$ cat config.mk
export PLATFORM = sky130hd
export DESIGN_NAME = hazard_unit_mc
export DESIGN_NICKNAME = d
export VERILOG_FILES = /design/src/rtl/hazard_unit_mc.sv
export SDC_FILE = /design/constraint.sdc
export NUM_CORES = 1
export LEC_CHECK = 0
export CORE_ASPECT_RATIO = 1.2
export CORE_MARGIN = 4
export CORE_UTILIZATION = 35
export CTS_CLUSTER_DIAMETER = 30
export DETAILED_ROUTE_END_ITERATION = 8
export PLACE_DENSITY = 0.75
export SLEW_MARGIN = 15
export SYNTH_ARGS = -nofsm -noshare
export SYNTH_HDL_FRONTEND = slang
export SYNTH_SLANG_ARGS = --single-unit
$ cat constraint.sdc
create_clock -name clk -period 1.83 [get_ports clk]
set_input_delay 0.2745 -clock clk [delete_from_list [all_inputs] [get_ports clk]]
set_output_delay 0.2745 -clock clk [all_outputs]
set_load 0.005 [all_outputs]
$ cat src/rtl/hazard_unit_mc.sv
// Hazard unit for a 5-stage pipeline: operand forwarding, load-use and RAW interlocks,
// a multi-cycle E-stage stall FSM, and saturating stall/flush performance counters.
module hazard_unit_mc #(
  parameter int AW     = 5,
  parameter int FWD_EN = 1,
  parameter int MC_LAT = 4,
  parameter int CNT_W  = 16
) (
  input  logic             clk,
  input  logic             rst_n,
  input  logic [AW-1:0]    Rs1D,
  input  logic [AW-1:0]    Rs2D,
  input  logic [AW-1:0]    Rs1E,
  input  logic [AW-1:0]    Rs2E,
  input  logic [AW-1:0]    RdE,
  input  logic [AW-1:0]    RdM,
  input  logic [AW-1:0]    RdW,
  input  logic             RegWriteE,
  input  logic             RegWriteM,
  input  logic             RegWriteW,
  input  logic             ResultSrcE0,
  input  logic             PCSrcE,
  input  logic             McStartE,
  input  logic             CntClr,
  output logic [1:0]       ForwardAE,
  output logic [1:0]       ForwardBE,
  output logic             StallF,
  output logic             StallD,
  output logic             StallE,
  output logic             FlushD,
  output logic             FlushE,
  output logic             FlushM,
  output logic             McBusy,
  output logic [CNT_W-1:0] StallCount,
  output logic [CNT_W-1:0] FlushCount
);

  typedef enum logic {IDLE, BUSY} mcState_t;

  localparam logic [3:0]       MC_LOAD = (MC_LAT >= 2) ? 4'(MC_LAT - 2) : 4'd0;
  localparam logic [CNT_W-1:0] CNT_MAX = '1;

  mcState_t   state;
  logic [3:0] mcCnt;
  logic       mcStall;
  logic       lwStall;
  logic       rawStall;
  logic       rs1Raw;
  logic       rs2Raw;

  always_comb begin
    ForwardAE = 2'b00;
    ForwardBE = 2'b00;
    if (FWD_EN != 0) begin
      if (Rs1E != '0 && RegWriteM && Rs1E == RdM)      ForwardAE = 2'b10;
      else if (Rs1E != '0 && RegWriteW && Rs1E == RdW) ForwardAE = 2'b01;
      if (Rs2E != '0 && RegWriteM && Rs2E == RdM)      ForwardBE = 2'b10;
      else if (Rs2E != '0 && RegWriteW && Rs2E == RdW) ForwardBE = 2'b01;
    end
  end

  // Without forwarding, any in-flight producer in E or M must drain; W writes before D reads.
  always_comb begin
    lwStall  = ResultSrcE0 && (RdE != '0) && ((RdE == Rs1D) || (RdE == Rs2D));
    rs1Raw   = (Rs1D != '0) && ((RegWriteE && Rs1D == RdE) || (RegWriteM && Rs1D == RdM));
    rs2Raw   = (Rs2D != '0) && ((RegWriteE && Rs2D == RdE) || (RegWriteM && Rs2D == RdM));
    rawStall = (FWD_EN == 0) && (rs1Raw || rs2Raw);
    mcStall  = (state == BUSY) || (McStartE && (MC_LAT >= 2));
  end

  assign StallF = mcStall || lwStall || rawStall;
  assign StallD = StallF;
  assign StallE = mcStall;
  assign FlushM = mcStall;
  assign FlushE = !mcStall && (lwStall || rawStall || PCSrcE);
  assign FlushD = !mcStall && PCSrcE;
  assign McBusy = (state == BUSY);

  // mcCnt holds the BUSY cycles still to go, counting the current one, so the start
  // cycle plus MC_LAT-2 BUSY cycles gives MC_LAT-1 stalled cycles in total.
  always_ff @(posedge clk or negedge rst_n) begin
    if (!rst_n) begin
      state <= IDLE;
      mcCnt <= '0;
    end else begin
      case (state)
        IDLE: begin
          if (McStartE && (MC_LAT >= 3)) begin
            state <= BUSY;
            mcCnt <= MC_LOAD;
          end
        end
        BUSY: begin
          if (mcCnt <= 4'd1) begin
            state <= IDLE;
            mcCnt <= '0;
          end else begin
            mcCnt <= mcCnt - 4'd1;
          end
        end
        default: begin
          state <= IDLE;
          mcCnt <= '0;
        end
      endcase
    end
  end

  always_ff @(posedge clk or negedge rst_n) begin
    if (!rst_n) begin
      StallCount <= '0;
      FlushCount <= '0;
    end else if (CntClr) begin
      StallCount <= '0;
      FlushCount <= '0;
    end else begin
      if (StallD && StallCount != CNT_MAX) StallCount <= StallCount + CNT_W'(1);
      if (FlushD && FlushCount != CNT_MAX) FlushCount <= FlushCount + CNT_W'(1);
    end
  end

endmodule
# [Word-level counts from Yosys, hierarchy flattened]
# Cells that the tools add are included.
[totals] in_bits=44 ff_bits=37 elab_cells=56 out_inout_bits=43
[classes] reduce_logical=24 n_mux=14 n_addsub=3 order_cmp=1 bitwise=1 n_eq_ne=9
[ops] op="16-bit two-way mux" n=4
[ops] op="16-bit by 1-bit adder with 16-bit output, second input constant" n=2
[ops] op="16-bit != test, second input constant" n=2
[ops] op="5-bit == test" n=6
[ops] op="5-bit nonzero test" n=3
[ops] op="1-bit logical AND" n=14
[ops] op="4-bit two-way mux" n=2
[ops] op="4-bit one-hot mux with 2 select lines" n=1
[ops] op="4-bit by 1-bit <= comparator with 1-bit output, second input constant" n=1
[ops] op="1-bit logical OR" n=4
[ops] op="1-bit two-way mux" n=4
[ops] op="2-bit two-way mux" n=2
[ops] op="2-bit nonzero test" n=2
[ops] op="4-bit by 1-bit subtractor with 4-bit output, second input constant" n=1
[ops] op="2-bit != test, second input constant" n=1
[ops] op="1-bit one-hot mux with 2 select lines" n=1
[ops] op="1-bit zero test" n=1
[ops] op="1-bit inverter" n=1

# [Logic depth before layout (Yosys ltp)]
# Gate-level depths: netlist of run 1.
[logic_depth] ltp_word=7 ltp_mapped=8 depth_no_buf=8

# [Least setup slack after synthesis of run 1]
# OpenSTA, ideal clock, no wires.
[synth_timing] kind="register to register" startpoint="reg StallCount[0]" endpoint="reg StallCount[2]" path_stages_with_launch=8 t_arrival_ns=1.843 period_less_slack_ns=1.968 required_ns=1.705 setup_time_ns=0.125 slack_ns=-0.138 path_buffers=0 cell_sequence="dfrtp_1 -> ha_1 -> nand4_1 -> nor4_4 -> nor2_2 -> a21oi_4 -> nand2b_1 -> mux2_2"
[synth_between] elab_chain_len=3 word_cells_on_any_way=6 cone_classes="1 x add/sub; 1 x eq/ne; 2 x mux; 2 x reduce/logical"
[synth_lines] item="from (decl)" line_no="34" rtl="output logic [CNT_W-1:0] StallCount,"
[synth_lines] item="from (signal assigned)" line_no="117" rtl="if (StallD && StallCount != CNT_MAX) StallCount <= StallCount + CNT_W'(1);"
[synth_lines] item="16-bit by 1-bit adder with 16-bit output or 16-bit != test (tied branches)" line_no="117"
[synth_lines] item="16-bit two-way mux or 1-bit logical AND (tied branches)" line_no="117"
[synth_lines] item="16-bit two-way mux or 2-bit nonzero test (tied branches)"
# Several ways; a longest one is shown, not always the timed one. The select of a mux whose other input is x is not followed.
# A chain may end at the register's enable or synchronous reset.

# [Worst setup path after layout of run 1]
[layout_timing] startpoint="reg StallCount[7]" endpoint="reg StallCount[2]"
[layout_between] elab_chain_len=3
[layout_lines] item="16-bit != test" line_no="117"
[layout_lines] item="1-bit logical AND" line_no="117"
[layout_lines] item="2-bit nonzero test (no line)"
# Every way passes these cells.

==> flow_summary.ini, run 1 <==
[status]
status = finished, violations left
violations = setup timing

[sta]
post-route-period-util_pct = 102.2
rsz0062_at_grt = yes
hold_viol_final = 0
max-slew-margin-rel_pct = 68.42
final_max_slew_viol_count = 0
setup_viol = 4
period_minus_slack_ps = 1871
tightest_slew_ps = 473.7
fmax_mhz = 534.5
fin_ws_ps = -40.80
fin_skew_ps = 9.425

[cts]
cts_max_level = 2
postCtsHoldBufs = 0
cts.path.max_buffers = 2
numCtsBuffers = 5
clk_pin_slew_ps = 80
cts_tree = built
root_buffer = clkbuf_8
clock_latency_ps = 300
cts_sinks = 37

[hold_path]
holdCritPathClass = primary input to register

[power]
p_leak_nw = 1.810
clockPowerShare_pct = 22.8
power.share.combinational_pct = 38.7
power.internal_w = 0.001666
p_per_area_nw_per_um2 = 593.2
swShare_pct = 33.26
peakVddDrop_uv = 434.3
power.switching_w = 0.0008304
seqPwrFrac_pct = 38.5

[global_routing]
grt-ovfl-total = 0
track_usage_pct = 17.43
grt_pass1_wl_mm = 12.06
grt_pass1_vias = 2659
antenna_found_initial = 0
grt_max_degree = 38

[routing]
drtIter0Drc = 96
ant_nets = 0
drt-total-wl_mm = 7.368
routedWlPerCell_um = 14.33
firstDrtPassIters = 4
vias = 2594
drc = 0
via_per_inst = 5.047

[setup_path]
cp_data_required_time_ps = 2010
cp-start-kind = register
critical_path.slowest_cell = nor4_4
path_class = register to register
endpoint_kind = register
path_cells = nand4_4, nor4_4, nor2_2, a21oi_4, nand2b_4, mux2_4
critPathMaxFanout = 3
cpPeakStageDelay_ps = 450
path_buf_inv = 0
crit_family = simple AND/OR/NAND/NOR gates
cp.arrival_ps = 2050

[logic_synthesis]
synth_top_area_cell = dfrtp_1
netlist_area_um2 = 2390
synth_cells = 267
yosys_warnings = 0
synth-main-ff-cell = dfrtp_1
yosysSeqAreaShare_pct = 38.74
yosysTopAreaCellShare_pct = 38.74
synth_edf_count = 0
avgSynthCellArea_um2 = 8.951
ys_seq_elements = 37
ys_types = 37
synth_nets = 315
synthTopCellsByArea = dfrtp_1 39%, xnor2_1 12%, xor2_1 6.6%, nor2_1 5.7%, nand4_1 3.9%
synthArstFlopShare_pct = 100.0

[floorplan]
fp.dieH_um = 98.52
start_util_pct = 36.62
fp.dieW_um = 83.43
num_rows = 32
dieArea_um2 = 8219
core_region_area_um2 = 6526
ioPinCount = 87

[layout]
nets = 476
fillerInstances = 513
drive_gt1_share_pct = 34.50
final_common_cell = buf_4
final_util_pct = 64.49
area_growth_pct = 76.13
diodes = 0
final_cell_mix = 70 x buf_4, 44 x clkdlybuf4s50_1, 35 x dfrtp_1, 32 x nor2_1, 31 x xnor2_1

[place]
port_buffers = 85
place.detailed.hpwl_mm = 5.424
place_congestion = 0.8110
dp_slack_ps = -694.8

[job]
drv_cap = 0
## sequential cells by signal (all words and copies together), names as in the netlist
name and cells:
mcCnt 4, McBusy 1, StallCount 16, FlushCount 16
## cell type report
| type | instances | area (um2) | share of cell area (%) |
|---|---|---|---|
| multi-input cells | 215 | 1665 | 39.57 |
| well taps | 85 | 106.4 | 2.527 |
| inverters | 7 | 26.28 | 0.6243 |
| flip-flops and latches | 37 | 928.4 | 22.06 |
| clock inverters | 3 | 17.52 | 0.4162 |
| repair buffers | 162 | 1396 | 33.17 |
| clock buffers | 5 | 68.82 | 1.635 |
## what timing repair did
action,4_1_cts,5_1_grt
setup endpoints to repair,26,21
gates resized for setup,99,53
buffers inserted,10,5
pin swaps,28,31
gates cloned,1,0
## cell usage after synthesis, types with 2 or more instances
master / count
dfrtp_1: 37
nor2_1: 36
xnor2_1: 32
nand2_1: 22
xor2_1: 18
nand4_1: 15
a21oi_1: 13
nand3_1: 12
o21ai_0: 9
or4_1: 9
nor4_1: 8
inv_1: 7
clkbuf_1: 4
ha_1: 4
nand2b_1: 4
nor3_1: 4
o31ai_1: 4
or3_1: 4
nor2b_1: 3
and4_1: 2
buf_4: 2
nor4_2: 2
o21ai_1: 2
## kinds of logic after synthesis
| kind of cell | Yosys count | synth area share [%] |
|---|---|---|
| fa+ha+maj | 4 | 2.094 |
| mux | 2 | 0.8900 |
| xor+xnor | 50 | 18.32 |
| compound gates | 33 | 8.639 |
| buf+inv | 15 | 3.036 |
| flops | 37 | 38.74 |
| simple gates | 126 | 28.27 |
## worst register-to-register path, cell delays in order, from the launching register on
cell and delay, ps:
dfrtp_1 420, nand4_4 140, nor4_4 450, nor2_2 100, a21oi_4 190, nand2b_4 160, mux2_4 290
## power by group through the flow
stage	logic [W]	clock network [W]	registers (W)
2_1_floorplan	0.000396	0	0.000983
3_3_place_gp	0.000852	0	0.000959
3_5_place_dp	0.000889	0	0.000967
4_1_cts	0.000957	0.000578	0.000959
5_1_grt	0.00106	0.000614	0.000971
6_report	0.000967	0.000569	0.000960
## layer usage
metal | share of wire, % | routed length [um] | vias up | global-route usage [%]
li1 | - | - | 1268 | -
met5 | 0 | 0 | - | 0
met3 | 3.4 | 254 | 16 | 3.261
met4 | 2.5 | 182 | 0 | 5.941
met1 | 41 | 2986 | 1252 | 19.84
met2 | 54 | 3945 | 58 | 32.53
## per-stage QoR
| stage | TNS [ps] | hold WS (ps) | std cells | power, W | area, um2 |
|---|---|---|---|---|---|
| after floorplan | -180.1 | -21.09 | 267 | 0.001379 | 2394 |
| after global placement | -13190 | 507.3 | 493 | 0.001811 | 3785 |
| after detailed placement | -14360 | 538.2 | 493 | 0.001856 | 3785 |
| after CTS | -87.01 | 427.8 | 511 | 0.002494 | 4004 |
| after global routing | -878.9 | 370.4 | 514 | 0.002649 | 4209 |
| final | -99.83 | 315.4 | 514 | 0.002497 | 4209 |
## path summary, 6_finish.rpt
| kind | from | endpoint | slack (ps) | cells after the start |
|---|---|---|---|---|
| setup / recovery | StallCount[7]$_DFFE_PN0P_ | StallCount[2]$_DFFE_PN0P_ | -40 | 6 |
| hold reg to reg | mcCnt[3]$_DFFE_PN0N_ | mcCnt[3]$_DFFE_PN0N_ | 540 | 2 |
| max in group asynchronous | rst_n | StallCount[2]$_DFFE_PN0P_ | 1060 | 2 |
| setup reg to reg | StallCount[7]$_DFFE_PN0P_ | StallCount[2]$_DFFE_PN0P_ | -40 | 6 |
| min in group asynchronous | rst_n | FlushCount[4]$_DFFE_PN0P_ | 400 | 2 |
| hold / removal | McStartE | mcCnt[1]$_DFFE_PN0N_ | 320 | 3 |
No activity file was read; power rests on OpenSTA's default activity.
==> run 2: changes to the inputs <==
Settings changed: CORE_MARGIN 4 to default.
==> run 2 against run 1 <==
The run still ends with setup timing left. Die area is 13% lower. Clock-buffer cell count is 1 higher. Final cell count is 0.39% lower. Total power is 2.2% lower. Sequential cell count stayed put. Via count is 1.0% lower. Worst hold slack worse by 17 ps. Combinational power is 4.0% lower. Register-to-register slack hardly changed. First-iteration DRC count is 3.1% higher. Design area is 1.7% lower. Non-clock buffer count is 2 lower.
==> flow_summary.ini, run 2 (synthesis results as in run 1) <==
[setup_path]
cpPeakStageDelay_ps = 440
cp.arrival_ps = 2050
path_buf_inv = 0
endpoint_kind = register
cp_data_required_time_ps = 2010
critical_path.slowest_cell = nor4_4
cp-start-kind = register
path_class = register to register
crit_family = simple AND/OR/NAND/NOR gates
critPathMaxFanout = 4
path_cells = nand3_2, nor4_4, nor2_2, a21oi_4, nand2b_1, mux2_2

[global_routing]
grt_pass1_vias = 2531
track_usage_pct = 20.78
grt_pass1_wl_mm = 11.73
grt_max_degree = 38
antenna_found_initial = 0
grt-ovfl-total = 0

[sta]
hold-worst-slack_ps = 298.2
setup_viol = 7
period_minus_slack_ps = 1868
final_max_slew_viol_count = 0
tightest_slew_ps = 385.1
fmax_mhz = 535.4
fin_skew_ps = 8.632
max-slew-margin-rel_pct = 74.13
hold_viol_final = 0
post-route-period-util_pct = 102.1
fin_ws_ps = -37.70
rsz0062_at_grt = yes

[cts]
clk_pin_slew_ps = 70
numCtsBuffers = 5
clock_latency_ps = 290
cts_sinks = 37
root_buffer = clkbuf_8
cts_max_level = 2
cts.path.max_buffers = 2
postCtsHoldBufs = 0
cts_tree = built

[floorplan]
ioPinCount = 87
core_region_area_um2 = 6526
fp.dieW_um = 77.43
fp.dieH_um = 92.52
dieArea_um2 = 7163
start_util_pct = 36.62
num_rows = 32

[hold_path]
holdCritPathClass = primary input to register

[status]
violations = setup timing
status = finished, violations left

[place]
place_inst = 494
place.detailed.hpwl_mm = 5.326
place_congestion = 0.8145
port_buffers = 85

[layout]
drive_gt1_share_pct = 34.66
fillerInstances = 550
final_common_cell = buf_4
diodes = 0
area_growth_pct = 73.19
layoutNonFillerInstCount = 512
top_regs = FlushCount: 16 flops, StallCount: 16 flops, mcCnt: 4 flops
final_cell_mix = 72 x buf_4, 44 x clkdlybuf4s50_1, 36 x dfrtp_1, 33 x nor2_1, 31 x xnor2_1
nets = 474

[routing]
drc = 0
firstDrtPassIters = 5
ant_nets = 0
drt-total-wl_mm = 7.419
via_per_inst = 5.016
vias = 2568
drtIter0Drc = 99
routedWlPerCell_um = 14.49

[power]
p_leak_nw = 1.768
peakVddDrop_uv = 418.6
p_per_area_nw_per_um2 = 590.1

[job]
drv_cap = 0
==> run 2: cell count changes in the layout (fill, tap and decap cells not counted), sizes merged <==
cell,change
clkdlybuf4s15,-2
clkbuf,+2
dlymetal6s2s,-2
buf,-2
clkinvlp,-1
dlygate4sd2,+3
==> run 2: layout make-up <==
type,count,area [um2],area share [%]
multi-input combinational,215,1632,39.42
sequential,37,927.1,22.40
timing repair buffer,160,1365,32.98
tap,85,106.4,2.570
inverter,7,26.28,0.6348
clock buffer,6,72.57,1.753
clock inverter,2,10.01,0.2418
==> run 2: final timing paths <==
path	from	end	slack, ps	cells past startpoint
max	StallCount[2]$_DFFE_PN0P_	StallCount[2]$_DFFE_PN0P_	-40	6
min	McStartE	mcCnt[1]$_DFFE_PN0N_	300	3
max reg2reg	StallCount[2]$_DFFE_PN0P_	StallCount[2]$_DFFE_PN0P_	-40	6
min reg2reg	mcCnt[3]$_DFFE_PN0N_	mcCnt[3]$_DFFE_PN0N_	540	2
max in group asynchronous	rst_n	StallCount[0]$_DFFE_PN0P_	1270	2
min in group asynchronous	rst_n	FlushCount[4]$_DFFE_PN0P_	340	2
==> run 2: repair_timing <==
item / CTS / global route
setup buffers: 5 / 5
endpoints found under the setup margin: 26 / 20
gates resized for setup: 113 / 27
pin swaps: 27 / 31
==> run 2: metrics by stage <==
| step | cell area [um2] | util [%] | TNS, ps | total power, W | worst slack, ps |
|---|---|---|---|---|---|
| 4_1_cts | 4005 | 61.37 | -100.5 | 0.002445 | -48.22 |
| 5_1_grt | 4139 | 63.42 | -1051 | 0.002593 | -145.5 |
| 2_1_floorplan | 2394 | - | -180.1 | 0.001379 | -117.8 |
| 3_3_place_gp | 3805 | 58.30 | -12260 | 0.001825 | -738.4 |
| 6_report | 4139 | 63.42 | -112.6 | 0.002443 | -37.70 |
| 3_5_place_dp | 3805 | 58.30 | -13560 | 0.001850 | -810.6 |
==> run 2: power by group <==
part	total (W)	switching [W]	leakage [nW]	internal, W
clock network	0.000557	0.000293	0.0450	0.000264
logic	0.000928	0.000438	1.22	0.000490
registers	0.000958	0.0000649	0.505	0.000893
total	0.00244	0.000796	1.77	0.00165
==> run 2: metal layers <==
metal,part of all wire [%],track usage [%]
met1,41,24.29
met5,0,0
met2,54,37.68
met3,3.2,3.547
met4,2.0,7.547
==> run 2: worst min-delay path: cells and delay by family <==
| kind | cells | cell delay, ps |
|---|---|---|
| buffers and inverters | 1 | 110 |
| AOI/OAI and AO/OA | 1 | 110 |
| and+or+nand+nor | 1 | 50 |
==> run 3: changes to the inputs <==
Settings changed: CORE_UTILIZATION 35 to 40, PLACE_DENSITY 0.75 to 0.83, RECOVER_POWER from default to 25, SETUP_SLACK_MARGIN from default to 0.3.
==> run 3 against run 2 <==
The flow still finishes with violations (setup timing). Worst setup slack got worse by 250 ps. Clock skew decreased by 3.9 ps. Final cell count increased by 10%. Largest power group is now combinational cells. Highest routed layer unchanged.
==> flow_summary.ini, run 3 (synthesis results as in run 1) <==
[status]
status = finished, violations left
violations = setup timing

[setup_path]
cp.arrival_ps = 2340
critPathMaxFanout = 5
cp-start-kind = register
cp_data_required_time_ps = 2060
endpoint_kind = register
path_class = register to register

[sta]
setup-tns-final_ps = -2554
fmax_mhz = 473.2
hold_viol_final = 0
tightest_slew_ps = 951.9
fin_ws_ps = -283.1
max-slew-margin-rel_pct = 36.54
post-route-period-util_pct = 115.5
fin_skew_ps = 4.755
period_minus_slack_ps = 2113
final_max_slew_viol_count = 0
setup_viol = 17
rsz0062_at_grt = yes

[power]
seqPwrFrac_pct = 30.2
peakVddDrop_uv = 677.0
p_leak_nw = 2.385
power.switching_w = 0.001097
p_per_area_nw_per_um2 = 647.1
swShare_pct = 33.81
clockPowerShare_pct = 23.8
power.internal_w = 0.002147
power.share.combinational_pct = 46.0
total_power_w = 0.003244

[floorplan]
num_rows = 30
start_util_pct = 41.89
dieArea_um2 = 6289
core_region_area_um2 = 5705
fp.dieH_um = 86.67
fp.dieW_um = 72.56
ioPinCount = 87

[cts]
clock_latency_ps = 300
numCtsBuffers = 5
cts_max_level = 2
cts.path.max_buffers = 2
clk_pin_slew_ps = 80
root_buffer = clkbuf_8
cts_tree = built
cts_sinks = 37
postCtsHoldBufs = 0

[routing]
drc = 0
firstDrtPassIters = 5
routedWlPerCell_um = 22.25
vias = 3328
via_per_inst = 5.890
drtIter0Drc = 238
drt-total-wl_mm = 12.57
ant_nets = 0

[hold_path]
holdCritPathClass = primary input to register

[place]
post_dp_cell_area_um2 = 3879
place.detailed.hpwl_mm = 5.530
dp_slack_ps = -696.6
place_congestion = 0.7718
port_buffers = 85

[layout]
fillerInstances = 248
drive_gt1_share_pct = 55.05
fin_area_um2 = 5012
regArea_um2 = 934.6
final_util_pct = 87.85
top_regs = FlushCount: 16 flops, StallCount: 16 flops, mcCnt: 4 flops
final_common_cell = buf_4
multiInputGateArea_um2 = 1946
final_cell_mix = 99 x buf_4, 46 x buf_6, 30 x dfrtp_1, 28 x dlygate4sd2_1, 27 x nor2_1
diodes = 0
nets = 532
area_growth_pct = 109.7

[global_routing]
grt-ovfl-total = 0
track_usage_pct = 32.78
grt_max_degree = 38
grt_pass1_vias = 3261
grt_pass1_wl_mm = 15.66
antenna_found_initial = 0

[job]
drv_cap = 0
[run 3: cell types whose count changed in the layout (fill, tap and decap cells not counted), sizes merged, moves of 2 or more]
cell / before / now
buf: 88 / 157
clkdlybuf4s50: 44 / 10
clkbuf: 8 / 17
dlygate4sd2: 19 / 28
clkdlybuf4s15: 3 / 9
clkinv: 2 / 0
[run 3: cell type report]
class	count	area share (%)
Clock buffer	7	1.722
Clock inverter	1	0.5991
Inverter	7	0.6241
Multi-Input combinational cell	215	38.82
Sequential cell	37	18.65
Tap cell	80	1.997
Timing Repair Buffer	218	37.59
[run 3: critical path: stages (launching register included)]
cell	delay [ps]
dfrtp_1	460
and4_1	400
nand3_2	230
nor2_2	210
a31oi_4	170
or3_1	440
a21oi_2	140
[run 3: timing repair]
| item | CTS | global route |
|---|---|---|
| setup endpoints to repair | 67 | 54 |
| hold endpoints to repair | 0 | 0 |
| gates resized for setup | 229 | 91 |
| cloned | 1 | 0 |
| pin swaps | 75 | 71 |
| buffers inserted | 45 | 29 |
[run 3: path summary, 6_finish.rpt]
check                                               start                         end  slack, ps  cells past startpoint
min in group asynchronous                           rst_n  FlushCount[14]$_DFFE_PN0P_        660                      2
worst min-delay path                             McStartE        mcCnt[1]$_DFFE_PN0N_        460                      3
max in group asynchronous                           rst_n        mcCnt[0]$_DFFE_PN0N_        520                      2
worst max register to register  StallCount[5]$_DFFE_PN0P_  StallCount[13]$_DFFE_PN0P_       -280                      6
worst min register to register       mcCnt[2]$_DFFE_PN0N_        mcCnt[2]$_DFFE_PN0N_        620                      2
worst max-delay path            StallCount[5]$_DFFE_PN0P_  StallCount[13]$_DFFE_PN0P_       -280                      6
[run 3: layer usage]
layer	track usage [%]	wire, um
met4	19.79	843
met1	33.58	4364
met2	60.49	6367
met5	0	0
met3	6.512	996
[run 3: power by group through the flow]
stage	Combinational [W]	Clock [W]	Sequential [W]
after detailed placement	0.000914	0	0.000976
after global placement	0.000884	0	0.000970
after floorplan	0.000431	0	0.000994
final	0.00149	0.000772	0.000981
after CTS	0.00113	0.000741	0.000965
after global routing	0.00156	0.000807	0.000988
[run 3: stage by stage]
| step | hold slack (ps) | cells |
|---|---|---|
| after floorplan | -21.09 | 267 |
| after global placement | 516.6 | 482 |
| after detailed placement | 515.3 | 482 |
| after CTS | 415.1 | 536 |
| after global routing | 504.1 | 565 |
| final | 463.8 | 565 |
